File: config.mk
export PLATFORM = sky130hd
export DESIGN_NAME = alu_uart_ctrl
export DESIGN_NICKNAME = d
export VERILOG_FILES = /design/src/rtl/alu_pkg.sv /design/src/rtl/alu_frame_timer.sv /design/src/rtl/alu_uart_ctrl.sv
export SDC_FILE = /design/constraint.sdc
export NUM_CORES = 1
export LEC_CHECK = 0
export CORE_ASPECT_RATIO = 0.9
export CORE_MARGIN = 2
export CORE_UTILIZATION = 45
export CTS_BUF_LIST = sky130_fd_sc_hd__clkbuf_16
export DETAILED_ROUTE_END_ITERATION = 8
export PLACE_DENSITY = 0.75
export RECOVER_POWER = 100
export SYNTH_ARGS = -nofsm -noshare
export SYNTH_HDL_FRONTEND = slang
export SYNTH_SLANG_ARGS = --single-unit
File: constraint.sdc
create_clock -name i_clk -period 2.2 [get_ports i_clk]
set_input_delay 0.33 -clock i_clk [delete_from_list [all_inputs] [get_ports i_clk]]
set_output_delay 0.33 -clock i_clk [all_outputs]
set_load 0.005 [all_outputs]
File: src/rtl/alu_pkg.sv
// Shared ALU definitions: opcode encodings, opcode validity check and the
// state encoding of the UART-to-ALU sequencing controller.
package alu_pkg;

    localparam int OP_W = 6;

    localparam logic [OP_W-1:0] ADD_OP = 6'b100000;
    localparam logic [OP_W-1:0] SUB_OP = 6'b100010;
    localparam logic [OP_W-1:0] AND_OP = 6'b100100;
    localparam logic [OP_W-1:0] OR_OP  = 6'b100101;
    localparam logic [OP_W-1:0] XOR_OP = 6'b100110;
    localparam logic [OP_W-1:0] NOR_OP = 6'b100111;
    localparam logic [OP_W-1:0] SRA_OP = 6'b000011;
    localparam logic [OP_W-1:0] SRL_OP = 6'b000010;

    localparam logic [2:0] ST_WAIT_A  = 3'd0;
    localparam logic [2:0] ST_WAIT_B  = 3'd1;
    localparam logic [2:0] ST_WAIT_OP = 3'd2;
    localparam logic [2:0] ST_EXEC    = 3'd3;
    localparam logic [2:0] ST_WAIT_TX = 3'd4;

    typedef enum logic [2:0] {
        WAIT_A  = ST_WAIT_A,
        WAIT_B  = ST_WAIT_B,
        WAIT_OP = ST_WAIT_OP,
        EXEC    = ST_EXEC,
        WAIT_TX = ST_WAIT_TX
    } ctrl_state_t;

    function automatic logic is_valid_op(input logic [OP_W-1:0] op);
        case (op)
            ADD_OP, SUB_OP, AND_OP, OR_OP,
            XOR_OP, NOR_OP, SRA_OP, SRL_OP: return 1'b1;
            default:                        return 1'b0;
        endcase
    endfunction

endpackage

File: src/rtl/alu_frame_timer.sv
// Inter-byte idle timer: reloads on clear, counts down while enabled and
// flags expiry once TIMEOUT_CYCLES-1 idle edges have elapsed.
module alu_frame_timer #(
    parameter int TIMEOUT_CYCLES = 100000
) (
    input  logic i_clk,
    input  logic i_rst_n,
    input  logic i_clear,
    input  logic i_enable,
    output logic o_expired
);

    localparam int CNT_W = (TIMEOUT_CYCLES > 1) ? $clog2(TIMEOUT_CYCLES) : 1;
    localparam logic [CNT_W-1:0] LOAD = CNT_W'(TIMEOUT_CYCLES - 1);

    logic [CNT_W-1:0] cnt_q;
    logic [CNT_W-1:0] cnt_d;

    // The reload value stands for "zero cycles elapsed"; the count saturates at zero.
    always_comb begin
        cnt_d = cnt_q;
        if (i_clear) begin
            cnt_d = LOAD;
        end else if (i_enable && (cnt_q != '0)) begin
            cnt_d = cnt_q - CNT_W'(1);
        end
    end

    always_ff @(posedge i_clk or negedge i_rst_n) begin
        if (!i_rst_n) begin
            cnt_q <= LOAD;
        end else begin
            cnt_q <= cnt_d;
        end
    end

    assign o_expired = i_enable && (cnt_q == '0);

endmodule

File: src/rtl/alu_uart_ctrl.sv
// Collects an A/B/opcode byte frame from the UART receiver, drives the shared
// ALU with it and returns the registered result through the UART transmitter.
module alu_uart_ctrl
    import alu_pkg::*;
#(
    parameter int NB_DATA        = 8,
    parameter int NB_OP          = 6,
    parameter int TIMEOUT_CYCLES = 100000
) (
    input  logic               i_clk,
    input  logic               i_rst_n,
    input  logic [NB_DATA-1:0] i_rx_data,
    input  logic               i_rx_done,
    input  logic               i_tx_done,
    output logic               o_tx_start,
    output logic [NB_DATA-1:0] o_tx_data,
    output logic [NB_DATA-1:0] o_alu_data_A,
    output logic [NB_DATA-1:0] o_alu_data_B,
    output logic [NB_OP-1:0]   o_alu_op,
    input  logic [NB_DATA-1:0] i_alu_result,
    output logic               o_error,
    output logic               o_busy
);

    ctrl_state_t        state_q, state_d;
    logic [NB_DATA-1:0] a_q, a_d;
    logic [NB_DATA-1:0] b_q, b_d;
    logic [NB_OP-1:0]   op_q, op_d;
    logic [NB_DATA-1:0] tx_data_q, tx_data_d;
    logic               tx_start_q, tx_start_d;
    logic               error_q, error_d;
    logic               busy_q, busy_d;

    logic frame_active;
    logic byte_accept;
    logic timer_expired;

    assign frame_active = (state_q == WAIT_B) || (state_q == WAIT_OP);

    // Restarting the timer whenever no partial frame is pending covers entry to WAIT_A.
    alu_frame_timer #(
        .TIMEOUT_CYCLES(TIMEOUT_CYCLES)
    ) u_frame_timer (
        .i_clk    (i_clk),
        .i_rst_n  (i_rst_n),
        .i_clear  (byte_accept || !frame_active),
        .i_enable (frame_active),
        .o_expired(timer_expired)
    );

    always_comb begin
        state_d     = state_q;
        a_d         = a_q;
        b_d         = b_q;
        op_d        = op_q;
        tx_data_d   = tx_data_q;
        tx_start_d  = 1'b0;
        error_d     = 1'b0;
        byte_accept = 1'b0;
        case (state_q)
            WAIT_A: begin
                if (i_rx_done) begin
                    byte_accept = 1'b1;
                    a_d         = i_rx_data;
                    state_d     = WAIT_B;
                end
            end
            WAIT_B: begin
                if (i_rx_done) begin
                    byte_accept = 1'b1;
                    b_d         = i_rx_data;
                    state_d     = WAIT_OP;
                end else if (timer_expired) begin
                    error_d = 1'b1;
                    state_d = WAIT_A;
                end
            end
            WAIT_OP: begin
                // A byte arriving on the expiry edge still completes the frame.
                if (i_rx_done) begin
                    byte_accept = 1'b1;
                    if (is_valid_op(i_rx_data[NB_OP-1:0])) begin
                        op_d    = i_rx_data[NB_OP-1:0];
                        state_d = EXEC;
                    end else begin
                        error_d = 1'b1;
                        state_d = WAIT_A;
                    end
                end else if (timer_expired) begin
                    error_d = 1'b1;
                    state_d = WAIT_A;
                end
            end
            EXEC: begin
                tx_data_d  = i_alu_result;
                tx_start_d = 1'b1;
                state_d    = WAIT_TX;
            end
            WAIT_TX: begin
                if (i_tx_done) begin
                    state_d = WAIT_A;
                end
            end
            default: begin
                state_d = WAIT_A;
            end
        endcase
        busy_d = (state_d != WAIT_A);
    end

    always_ff @(posedge i_clk or negedge i_rst_n) begin
        if (!i_rst_n) begin
            state_q    <= WAIT_A;
            a_q        <= '0;
            b_q        <= '0;
            op_q       <= '0;
            tx_data_q  <= '0;
            tx_start_q <= 1'b0;
            error_q    <= 1'b0;
            busy_q     <= 1'b0;
        end else begin
            state_q    <= state_d;
            a_q        <= a_d;
            b_q        <= b_d;
            op_q       <= op_d;
            tx_data_q  <= tx_data_d;
            tx_start_q <= tx_start_d;
            error_q    <= error_d;
            busy_q     <= busy_d;
        end
    end

    assign o_tx_start   = tx_start_q;
    assign o_tx_data    = tx_data_q;
    assign o_alu_data_A = a_q;
    assign o_alu_data_B = b_q;
    assign o_alu_op     = op_q;
    assign o_error      = error_q;
    assign o_busy       = busy_q;

endmodule

# [Word-level counts from Yosys, hierarchy flattened]
# Index checks and enable logic that the tools add are counted.
[totals] out_inout_bits=33 regBits=53 input_bits=20
[classes] muxes=20 n_reduce_logical=15 eq_ne=12 add_sub_neg=1
[ops] operator="equality test 6 bit (second input constant)" n=6
[ops] operator="2-to-1 mux 17 bit" n=2
[ops] operator="zero test 17 bit" n=1
[ops] operator="nonzero test 17 bit" n=1
[ops] operator="subtractor 17 x 1 -> 17 bit (second input constant)" n=1
[ops] operator="2-to-1 mux 3 bit" n=5
[ops] operator="case mux 3 bit (5 select lines)" n=1
[ops] operator="equality test 6 x 2 -> 1 bit (second input constant)" n=2
[ops] operator="2-to-1 mux 1 bit" n=10
[ops] operator="OR reduction 8 bit" n=1
[ops] operator="equality test 3 x 2 -> 1 bit (second input constant)" n=2
[ops] operator="AND reduction 2 bit" n=2
[ops] operator="equality test 3 x 1 -> 1 bit (second input constant)" n=1
[ops] operator="equality test 3 bit (second input constant)" n=1
[ops] operator="zero test 3 bit" n=1
[ops] operator="AND reduction 3 bit" n=1
[ops] operator="nonzero test 3 bit" n=1
[ops] operator="OR reduction 3 bit" n=1
[ops] operator="logical AND 1 bit" n=2
[ops] operator="logical OR 1 bit" n=2
[ops] operator="2-to-1 mux 2 bit" n=1
[ops] operator="case mux 1 bit (2 select lines)" n=1
[ops] operator="nonzero test 2 bit" n=1
[ops] operator="zero test 1 bit" n=1

# [Logic depth before layout (Yosys ltp)]
[depth] word_depth=9 depth_mapped=8 depth_no_buf=7

# [Hierarchy]
# From an unflattened synthesis, not the netlist that was laid out.
[hier_totals] cells_unflattened=217 hier_area_um2=2446.1
[modules_own_cells] module="alu_uart_ctrl" n_inst=1 area_each_um2=1490.2 seq_area_each_um2=900.9 cells_per_inst=119
[modules_own_cells] module="alu_frame_timer" n_inst=1 area_each_um2=955.9 seq_area_each_um2=437.9 cells_per_inst=98

# [Least setup slack after synthesis]
# Ideal clock, no wire load.
[synth_timing] path_type="reg2reg" from="reg u_frame_timer.cnt_q[0]" to="reg u_frame_timer.cnt_q[14]" path_stages_with_launch=8 slack_ps=90 n_path_buf=0 arrival_time_ps=1991 synth_period_minus_slack_ps=2110 setup_time_ps=119 path_cell_list="dfstp_2 inv_1 ha_1 nor2b_1 a311oi_1 nand4_1 o31a_1 o21a_1"
[synth_between] elab_chain_len=3
[synth_rtl] item="start: declaration" line="alu_frame_timer.sv:16" source="logic [CNT_W-1:0] cnt_q;"
[synth_rtl] item="start signal: assignment" line="alu_frame_timer.sv:33" source="cnt_q <= cnt_d;"
[synth_rtl] item="subtractor 17 x 1 -> 17 bit or nonzero test 17 bit (tied branches)" line="alu_frame_timer.sv:25, alu_frame_timer.sv:24"
[synth_rtl] item="2-to-1 mux 17 bit or logical AND 1 bit (tied branches)" line="alu_frame_timer.sv:24" source="end else if (i_enable && (cnt_q != '0)) begin"
[synth_rtl] item="2-to-1 mux 17 bit or nonzero test 2 bit (tied branches)"
# Several ways; a longest one is shown, not always the timed one. The select of a mux whose other input is x is not followed.
# A chain may end at the register's enable or synchronous reset.

# [Worst setup path after layout]
[layout_timing] from="in i_rx_data[5]" to="reg op_q[1] (netlist: o_alu_op[1])"
[layout_between] elab_chain_len=6
[layout_rtl] item="start: declaration" line="alu_uart_ctrl.sv:12" source="input logic [NB_DATA-1:0] i_rx_data,"
[layout_rtl] item="equality test 6 bit or equality test 6 x 2 -> 1 bit (tied branches)" line="alu_pkg.sv:31" source="case (op)"
[layout_rtl] item="OR reduction 8 bit (*)" line="alu_pkg.sv:31"
[layout_rtl] item="2-to-1 mux 1 bit (*)" line="alu_pkg.sv:31"
[layout_rtl] item="2-to-1 mux 1 bit (*)" line="alu_uart_ctrl.sv:80" source="if (i_rx_done) begin"
[layout_rtl] item="2-to-1 mux 1 bit (*)" line="alu_uart_ctrl.sv:60" source="case (state_q)"
[layout_rtl] item="AND reduction 3 bit (no line) (*)"
[layout_rtl] item="end signal: assignment" line="alu_uart_ctrl.sv:125" source="op_q <= op_d;"
[layout_rtl] item="end: declaration" line="alu_uart_ctrl.sv:28" source="logic [NB_OP-1:0] op_q, op_d;"
# Every way passes the cells marked *; elsewhere a longest branch is shown, timed or not. The select of a mux whose other input is x is not followed.

==> impl_metrics.yaml <==
placement:
  routabilityCongestion: 0.821
  dpl.hpwl_um: 3620
  port_buffers: 52
  dp_cells: 350
global_route:
  grt_overflow: 0
  grt_max_degree: 24
  antenna_found_initial: 0
  gr-usage-met3: 0.0730
  busiest_layer: "met2"
  grt_pass1_vias: 1817
  met2_usage: 0.299
  use_met1: 0.242
  track_usage: 0.188
  grt_first_pass_wirelength_um: 8450
clock_tree:
  cts_root_buf: "clkbuf_16"
  clockBufferDepth: 2
  clk_pin_slew_ns: 0.07
  clk_latency_ns: 0.29
  cts_made_buffers: 5
  cts_hold_buffers: 0
  cts_tree: "done"
  htree_levels: 2
  clkSinkCount: 53
  cts_setup_buffers: 0
die:
  core_area_mm2: 0.00519
  num_rows: 25
  ioPinCount: 53
  die_area_mm2: 0.00590
  die_x_um: 80.7
  start_util: 0.459
  die_h_um: 73.1
worst_setup_path:
  critical_path_arrival_ns: 2.24
  reg2reg_depth: 7
  critPathSlowestCell: "dlygate4sd3_1"
  critPathKind: "primary input to register"
  crit_buf_inv: 1
  crit_cells: 6
  worstPathCellList: "dlygate4sd3_1 > nor2_1 > nand2_1 > a211o_1 > or3_1 > mux2_2"
  critPathTopFamily: "simple AND/OR/NAND/NOR gates"
  critical-path-max-stage-delay_ns: 0.59
  cp-end-kind: "register"
  required_ns: 2.38
  cp_max_fo: 7
  start_kind: "primary input"
sta:
  finalClockSkew_ns: 0.00534
  timing.fmax_ghz: 0.485
  hold_viol: 0
  slew_violations: 0
  final-setup-viol-count: 0
  hold-worst-slack_ns: 0.283
  rsz0062_at_grt: "false"
  tightestPinTransition_ns: 1.24
  period_needed_ns: 2.06
  slew_headroom: 0.175
  period_share: 0.937
layout:
  drive_gt1_frac: 0.155
  instances_no_fill: 358
  fillers: 473
  synthToLayoutAreaGrowth_pct: 32.5
  nets: 312
  antennaDiodeCount: 0
  utilization: 0.608
synth:
  yosysTopAreaCellShare: 0.451
  ys_seq_elements: 53
  syn_inst: 224
  synth.most_common_cell: "dfrtp_1"
  synth_top_area_cell: "dfrtp_1"
  netlist_top_cells_count: "dfrtp_1, nand2_1, nor2_1"
  yosysWarningCount: 0
  synth_edf_count: 0
  synthTopCellsByArea: "dfrtp_1, dfstp_2, mux2_2, nand2_1, nor2_1"
  synth_nets: 246
  syn-mean-instance-area_um2: 10.6
  ys_seq_area_frac: 0.561
  synth.distinct_cells: 46
  synth_flop_cell: "dfrtp_1"
  syn_area_mm2: 0.00238
  ys_async_sr_fraction: 1.00
flow_run:
  maxCapViolations: 0
route:
  drt-vias-per-instance: 5.20
  drc: 0
  initialDrtViolationCount: 55
  via_count: 1861
  wirelength_um: 4950
  antenna_left: 0
  drtPass1Iterations: 4
  wl_per_cell_um: 13.8
outcome:
  status: "finished, final reports clean"
power:
  powerDensity_mw_per_mm2: 1070
  leakagePower_nw: 1.37
  ir_drop_v: 0.000840
  power.total_mw: 3.39
worst_hold_path:
  hold_path.class: "primary input to async pin"
## cell families (layout without fill, tap and decap cells)
kind of cell,Yosys count,after routing,synth area share
compound gates,29,29,0.0792
xor+xnor,10,10,0.0367
fa+ha+maj,2,2,0.0105
buf+inv,15,82,0.0273
flops,53,53,0.561
mux,19,19,0.0897
simple gates,96,96,0.195
## flip-flops by register name, summed over array words and instances, names as in the netlist
name                 flops
o_tx_start               1
o_busy                   1
o_alu_data_B             8
o_alu_data_A             8
u_frame_timer.cnt_q     17
o_alu_op                 6
state_q                  3
o_tx_data                8
o_error                  1
## final cells by class
class | count | area [um2] | area share
inverter | 9 | 33.8 | 0.0107
sequential | 53 | 1340 | 0.424
clock buffer | 5 | 125 | 0.0396
clock inverter | 3 | 18.8 | 0.00594
multi-input combinational | 156 | 976 | 0.309
timing repair buffer | 65 | 583 | 0.185
tap | 67 | 83.8 | 0.0265
## worst paths after layout
path	to	start	slack, ns
worst min register to register	o_tx_data[2]$_DFFE_PN0P_	o_tx_data[2]$_DFFE_PN0P_	0.47
max in group asynchronous	o_tx_data[7]$_DFFE_PN0P_	i_rst_n	0.80
min in group i_clk	o_tx_data[2]$_DFFE_PN0P_	o_tx_data[2]$_DFFE_PN0P_	0.47
worst max register to register	u_frame_timer.cnt_q[14]$_DFFE_PN0P_	u_frame_timer.cnt_q[0]$_DFFE_PN1P_	0.15
worst min-delay path	o_alu_op[0]$_DFFE_PN0P_	i_rst_n	0.28
worst max-delay path	o_alu_op[1]$_DFFE_PN0P_	i_rx_data[5]	0.14
## layout by cell type, fill, tap and decap left out, types with 5 or more instances in the layout
cell type	instances
dfrtp_1	43
nand2_1	34
dlygate4sd3_1	34
nor2_1	22
mux2_2	19
clkdlybuf4s50_1	17
nand3_1	10
o21ai_0	10
dfstp_2	10
inv_1	9
xor2_1	8
clkbuf_1	8
clkbuf_16	5
buf_4	5
## per-stage QoR
stage          cell area [um2]  TNS (ns)  setup WS (ns)
2_1_floorplan             2380         0         0.0899
3_3_place_gp              3050   -0.0214       -0.00553
3_5_place_dp              3050    -0.164        -0.0495
4_1_cts                   3190         0          0.143
5_1_grt                   3160         0         0.0263
6_report                  3160         0          0.139
## timing repair
action	4_1_cts	5_1_grt
hold endpoints to repair	0	0
endpoints found under the setup margin	0	1
resized for setup	0	1
## power breakdown
group	total [mW]	leakage (nW)	internal [mW]	switching, mW
combinational	1.16	0.655	0.673	0.488
sequential	1.46	0.649	1.29	0.177
clock	0.762	0.0672	0.418	0.344
## per-layer routing
layer / part of all wire / vias to the layer above
met5: 0 / -
met4: 0.011 / 0
met3: 0.060 / 6
met2: 0.48 / 36
met1: 0.44 / 916
li1: - / 903
Power figures use the tool's default switching activity.
